## src/rtl/cs_stream_bist.sv

```systemverilog
// Self-test harness for the CS moving-window filter: resets CS, streams stimulus
// from a ROM onto X and checks Y against a golden ROM, reporting mismatch count.
module cs_stream_bist #(
  parameter int unsigned N_PAT   = 2000,
  parameter int unsigned WIN     = 9,
  parameter int unsigned Y_LAT   = 1,
  parameter int unsigned RST_CYC = 2,
  parameter int unsigned AW      = 15
) (
  input  logic          clk,
  input  logic          reset,
  input  logic          start,
  output logic          cs_reset,
  output logic [7:0]    X,
  input  logic [9:0]    Y,
  output logic [AW-1:0] x_addr,
  input  logic [7:0]    x_rdata,
  output logic [AW-1:0] g_addr,
  input  logic [9:0]    g_rdata,
  output logic          busy,
  output logic          done,
  output logic          pass,
  output logic [15:0]   err_cnt,
  output logic [15:0]   first_err_idx
);

  localparam int unsigned NCMP = N_PAT - WIN + 1;
  localparam int unsigned KW   = AW + 1;
  localparam int unsigned RCW  = (RST_CYC < 2) ? 1 : $clog2(RST_CYC);

  typedef enum logic [2:0] {
    S_IDLE  = 3'd0,
    S_CSRST = 3'd1,
    S_RUN   = 3'd2,
    S_DRAIN = 3'd3,
    S_DONE  = 3'd4
  } state_t;

  state_t           state, state_n;
  logic [KW-1:0]    k_q, k_n;
  logic [RCW-1:0]   rst_cnt, rc_n;
  logic [15:0]      cmp_idx, ci_n;
  logic [Y_LAT-1:0] pipe_q, pipe_n;
  logic             cs_n, busy_n, done_n, pass_n;
  logic [7:0]       x_n;
  logic [AW-1:0]    xa_n, ga_n;
  logic [15:0]      err_n, fe_n;

  // Compare pipeline: stage 0 is "X now holds a compare-eligible sample",
  // stage Y_LAT is the edge where the matching Y is sampled.
  logic             cand_c, cmp_c, gadv_c, miss_c;
  logic [Y_LAT:0]   stg_c;

  assign cand_c = (state == S_RUN) && (k_q >= KW'(WIN - 1));
  assign stg_c  = {pipe_q, cand_c};
  assign cmp_c  = stg_c[Y_LAT];
  assign gadv_c = stg_c[Y_LAT-1];
  assign miss_c = cmp_c && (Y !== g_rdata);

  always_ff @(posedge clk or posedge reset) begin
    if (reset) begin
      state         <= S_IDLE;
      cs_reset      <= 1'b0;
      X             <= '0;
      x_addr        <= '0;
      g_addr        <= '0;
      busy          <= 1'b0;
      done          <= 1'b0;
      pass          <= 1'b0;
      err_cnt       <= '0;
      first_err_idx <= 16'hFFFF;
      k_q           <= '0;
      rst_cnt       <= '0;
      cmp_idx       <= '0;
      pipe_q        <= '0;
    end else begin
      state         <= state_n;
      cs_reset      <= cs_n;
      X             <= x_n;
      x_addr        <= xa_n;
      g_addr        <= ga_n;
      busy          <= busy_n;
      done          <= done_n;
      pass          <= pass_n;
      err_cnt       <= err_n;
      first_err_idx <= fe_n;
      k_q           <= k_n;
      rst_cnt       <= rc_n;
      cmp_idx       <= ci_n;
      pipe_q        <= pipe_n;
    end
  end

  always_comb begin
    state_n = state;
    cs_n    = cs_reset;
    x_n     = X;
    xa_n    = x_addr;
    ga_n    = g_addr;
    k_n     = k_q;
    rc_n    = rst_cnt;
    ci_n    = cmp_idx;
    err_n   = err_cnt;
    fe_n    = first_err_idx;
    done_n  = done;
    pass_n  = pass;
    pipe_n  = stg_c[Y_LAT-1:0];

    if (cmp_c) begin
      ci_n = cmp_idx + 16'd1;
      if (miss_c) begin
        if (err_cnt != 16'hFFFF) err_n = err_cnt + 16'd1;
        if (err_cnt == 16'd0)    fe_n  = cmp_idx;
      end
    end
    // Golden address moves one edge before its compare so g_rdata lines up with Y.
    if (gadv_c && (g_addr < AW'(NCMP - 1))) ga_n = g_addr + AW'(1);

    case (state)
      S_IDLE, S_DONE: begin
        if (start) begin
          state_n = S_CSRST;
          cs_n    = 1'b1;
          x_n     = '0;
          xa_n    = '0;
          ga_n    = '0;
          k_n     = '0;
          rc_n    = '0;
          ci_n    = '0;
          err_n   = '0;
          fe_n    = 16'hFFFF;
          done_n  = 1'b0;
          pass_n  = 1'b0;
          pipe_n  = '0;
        end
      end
      S_CSRST: begin
        // Address 0 is read in the second-to-last reset cycle, address 1 in the last.
        xa_n = (32'(rst_cnt) + 32'd2 >= RST_CYC) ? x_addr + AW'(1) : '0;
        if (rst_cnt == RCW'(RST_CYC - 1)) begin
          state_n = S_RUN;
          cs_n    = 1'b0;
          x_n     = x_rdata;
          k_n     = '0;
        end else begin
          rc_n = rst_cnt + RCW'(1);
        end
      end
      S_RUN: begin
        if (x_addr < AW'(N_PAT - 1)) xa_n = x_addr + AW'(1);
        if (k_q == KW'(N_PAT - 1)) begin
          state_n = S_DRAIN;
        end else begin
          x_n = x_rdata;
          k_n = k_q + KW'(1);
        end
      end
      S_DRAIN: begin
        if (cmp_c && (cmp_idx == 16'(NCMP - 1))) begin
          state_n = S_DONE;
          done_n  = 1'b1;
          pass_n  = (err_n == 16'd0);
        end
      end
      default: state_n = S_IDLE;
    endcase

    busy_n = (state_n == S_CSRST) || (state_n == S_RUN) || (state_n == S_DRAIN);
  end

endmodule

```

## config.mk

```make
export PLATFORM = sky130hd
export DESIGN_NAME = cs_stream_bist
export DESIGN_NICKNAME = d
export VERILOG_FILES = /design/src/rtl/cs_stream_bist.sv
export SDC_FILE = /design/constraint.sdc
export NUM_CORES = 1
export LEC_CHECK = 0
export ABC_AREA = 1
export BUFFER_PORTS_ARGS = -buffer_cell sky130_fd_sc_hd__buf_2
export CORE_AREA = 5 5 112 114
export DETAILED_ROUTE_END_ITERATION = 6
export DIE_AREA = 0 0 117 119
export GPL_ROUTABILITY_DRIVEN = 0
export PLACE_DENSITY_LB_ADDON = 0.3
export SLEW_MARGIN = 10
export SYNTH_ARGS = -nofsm -noshare
export SYNTH_HDL_FRONTEND = slang
export SYNTH_SLANG_ARGS = --single-unit
```

## constraint.sdc

```tcl
create_clock -name clk -period 3.69 [get_ports clk]
set_input_delay 0.1845 -clock clk [delete_from_list [all_inputs] [get_ports clk]]
set_output_delay 0.1845 -clock clk [all_outputs]
set_load 0.05 [all_outputs]
```

# == Word-level counts from Yosys, hierarchy flattened ==
# Cells that the tools add are included.
# Widths: inputs -> output; s select.
# word_totals
regBits,111
output_inout_bits,74
wordCells,104
# op_classes
n_addsub,7
n_lt_le_gt_ge,4
eq_ne,16
n_mux,45
n_reduce_logical,18
# ops
op,count
$mux 16,16
$mux 15,6
$add 16x1->16 const B,3
$pmux 16 s3,1
$pmux 15 s3,1
$eq 16x11->1 const B,2
$logic_not 16->1,2
$add 15x1->15 const B,2
$lt 15x11->1 const B,2
$mux 8,3
$pmux 8 s3,1
$ge 16x4->1 const B,1
$ne 16x16->1 const B,1
$eq 3x2->1 const B,4
$mux 3,4
$pmux 3 s4,1
$nex 10x10->1,1
$reduce_and 3->1,3
$mux 1,8
$ne 2x2->1 const B,4
$pmux 1 s2,4
$eq 3x1->1 const B,2
$logic_and 1x1->1,4
$reduce_and 4->1,1
other kinds (11),13

# == Longest topological paths before layout ==
# logic_depth
depth_word,7
ltp_mapped,16
ltp_nobuf,15

# == Worst setup path before layout ==
# OpenSTA, ideal clock, no wires.
# synth_path
path_type,register -> register
startpoint,register err_cnt[0]
endpoint,register pass
arrival_ps,2128
required_ps,3572
setup_slack_ps,1444
stages_incl_launch_ff,16
period_less_slack_ps,2246
cell_sequence,dfrtp_1 -> ha_1 -> nand3_1 -> inv_1 -> nand2_1 -> nor2_2 -> inv_2 -> buf_6 -> nand3_1 -> nand3_1 -> nand2_1 -> nor2_1 -> nand2_1 -> nor2_1 -> nand3_1 -> nand2_1
# synth_via
elab_chain_len,7
word_cells_on_any_way,8
cone_classes,1 x add/sub; 1 x eq/ne; 5 x mux; 1 x reduce/logical
# synth_rtl
element,line,rtl
from (decl),23,"output logic [15:0] err_cnt,"
from (signal assigned),85,err_cnt <= err_n;
$add 16x1->16 or $ne 16x16->1 (tied branches),112,if (err_cnt != 16'hFFFF) err_n = err_cnt + 16'd1;
$mux 16,112,
$mux 16,111,if (miss_c) begin
$mux 16 *,109,if (cmp_c) begin
$logic_not 16->1 *,162,pass_n = (err_n == 16'd0);
$mux 1 *,159,if (cmp_c && (cmp_idx == 16'(NCMP - 1))) begin
$pmux 1 s2 *,119,case (state)
to (signal assigned),84,pass <= pass_n;
to (decl),22,"output logic pass,"
# Every way passes the cells marked *; elsewhere a longest branch is shown, timed or not. The select of a mux whose other input is x is not followed.
# A chain may end at the register's enable or synchronous reset.

# == Worst setup path in the final report ==
# layout_path
startpoint,register err_cnt[0]
endpoint,register first_err_idx[0]
# layout_via
elab_chain_len,6
# layout_rtl
element,line,rtl
$logic_not 16->1 *,113,if (err_cnt == 16'd0) fe_n = cmp_idx;
$mux 16 *,113,
$mux 16 *,111,
$mux 16 *,109,
$mux 16,121,if (start) begin
$mux 16 *,119,
via fe_n[0],47,"logic [15:0] err_n, fe_n;"
to (signal assigned),86,first_err_idx <= fe_n;
to (decl),24,output logic [15:0] first_err_idx
# Mark *: on every way through the listed nets, which the timed path passes. The rest lies on a longest branch.

==> run metrics <==
most instantiated library cell after synthesis=nand2_1; first-pass GRT wire length=23740 um; number of global-route vias before repair=5184; number of synthesis warnings=0; vias per cell=~5.3; worst r2r src=err_cnt[0]; fraction of layout cells with a size suffix above 1=a little under a fifth; core area=11320 sq um; Setup crit end kind=flop; critical path class=reg -> reg; IO Count=105; max cap viols=0; initial antenna violation count=0; outcome=complete, but fails checks; placement-stage cell area=6782 sq um; leakage power=3.477 nW; register area share after synthesis=45.02%; most common flop cell mapped by yosys=dfrtp_1; htree depth=3; syn_area_per_cell=7.720 sq um; design area=7058 sq um; relative slew slack=42.97%; clk sink count=111; clk_skew=14.12 ps; Fin Setup TNS=0 ps; die area=13920 sq um; Reg area=2798 sq um; hold_ws=-26.68 ps; Synth Register Bits=between 100 and 150; overflow left after global routing=0; nets=940; fin crit share=about 67%; Initial DRT Pass Iterations=5; Arr. time, crit path=2720 ps; Initial Utilization=54.90%; worst vdd ir=0.3710 mV; CTS tree=built; Critical Path Start=err_cnt[0]; Slew Viols, Final=0; hold buffer count at cts=0; DR iter-0 viols=566; top-area cell type share of the netlist area=38.25%; mapped cell area=approximately 6200 sq um; CTS clk-pin slew, worst paths=80 ps; Clock Tree Root=clkbuf_16; HP Class=in -> async; Worst-Margin Slew=853.4 ps; pwr/cell area=roughly 610 nW/um^2; post-cts resize count=0; syn nets=843; Worst Path Max Fanout=30; DR DRC count=0; Post-synth ARST share=100.0%; antenna violation net count after detailed routing=0; area leader, netlist=dfrtp_1; Die H=about 120 um; Ant. Diodes=0; WL/cell=13.22 um; Worst Path Required=around 3900 ps; achievable frequency=between 400 and 500 MHz; Port-buffer cells=104; Worst-Skew Late Latency=350 ps; Final Hold Violating Endpoints=10; Post-synth top cells=nand2_1 (186), inv_1 (109), dfrtp_1 (95); synth top area cells=dfrtp_1 (38%), nand2_1 (11%), dfstp_2 (6.8%); largest net degree at the start of global routing=67; RSZ-0062 raised after global routing=no; Unique masters post-synth=43; EDFF count, synth=0; chip width=around 120 um; total wire length=between 10000 and 15000 um; row count=39; CP startpoint kind=flop; Final setup viols=0; Num CTS Buffers=9; Setup Buffers After CTS=0; final worst path period need=2464 ps; final core occ=62.35%; area of the multi-input gates=2820 sq um; Area Overhead vs Synth=13.57%; CTS Buffer Depth=2; Syn Inst Count=805; total track usage=20.83%; fill cell count=1055; violated checks=negative hold slack; post-DP HPWL=~10000 um; Vias=between 5000 and 6000
-- metrics by stage --
step	total power [mW]	worst slack [ps]	std cells
after CTS	4.352	1262	1050
after floorplan	3.098	601.3	805
after global placement	3.406	1349	1034
after detailed placement	3.434	1281	1034
after global routing	4.639	943.9	1050
final	4.325	1226	1050
-- state kept, by name, summed over array words and instances (netlist names), 3 cells and up --
name and flops:
err_cnt 16, state 3, g_addr 15, cmp_idx 16
k_q 16, X 8, x_addr 15, first_err_idx 16
-- cell type report --
class / instances / area share, %
Timing Repair Buffer: 109 / 7.906
Sequential cell: 111 / 39.64
Clock buffer: 12 / 3.492
Clock inverter: 4 / 0.4255
Multi-Input combinational cell: 558 / 39.96
Tap cell: 143 / 2.535
Inverter: 113 / 6.045
-- per-layer routing --
layer / routed length, um / track usage, % / up-vias
li1: - / - / 2813
met1: 6453 / 29.08 / 2568
met2: 6535 / 33.04 / 140
met3: 680 / 3.600 / 18
met4: 214 / 6.523 / 0
met5: 0 / 0 / -
-- cells by family (layout without fill, tap and decap cells) --
group / Yosys count / in the layout / share of synthesized area [%]
adders and majority gates: 7 / 7 / 1.409
and+or+nand+nor: 408 / 408 / 29.23
xor gates and xnor gates: 30 / 30 / 4.228
buffers and inverters: 136 / 238 / 9.603
DFF: 111 / 111 / 45.02
AOI/OAI and AO/OA: 113 / 113 / 10.51
-- power breakdown --
part / switching [mW] / internal, mW
combinational: 1.33 / 0.455
sequential: 0.193 / 1.42
clock: 0.441 / 0.480
-- cells in the final DEF (no fill, tap or decap), types with 3 or more instances in the layout --
| cell | count |
|---|---|
| a21oi_1 | 32 |
| a31oi_1 | 5 |
| buf_2 | 104 |
| buf_4 | 5 |
| clkbuf_16 | 9 |
| dfrtp_1 | 95 |
| dfstp_2 | 16 |
| ha_1 | 7 |
| inv_1 | 108 |
| inv_2 | 3 |
| nand2_1 | 186 |
| nand3_1 | 58 |
| nand4_1 | 14 |
| nor2_1 | 80 |
| nor2_2 | 5 |
| nor3_1 | 31 |
| nor3_2 | 4 |
| nor4_1 | 14 |
| o211ai_1 | 15 |
| o21ai_0 | 40 |
| o21ai_1 | 3 |
| o22ai_1 | 5 |
| o31ai_1 | 5 |
| or2_2 | 5 |
| xnor2_1 | 8 |
| xor2_1 | 22 |
-- worst max-delay path: stages, from the launching register on --
cell	delay, ps
dfrtp_1	440
inv_1	110
ha_1	170
nand4_1	100
nor4_1	500
nand2_1	650
o211ai_1	400
-- path summary, 6_finish.rpt --
check | endpoint | slack (ps) | depth (start not counted)
worst max-delay path | first_err_idx[0] | 1230 | 6
worst min-delay path | x_addr[13] | -30 | 2
worst max register to register | first_err_idx[0] | 1230 | 6
worst min register to register | first_err_idx[4] | 480 | 2
max in group asynchronous | err_cnt[5] | 2870 | 3
min in group clk | X[2] | 90 | 3
Note: power is estimated with default switching activity, not from simulation.
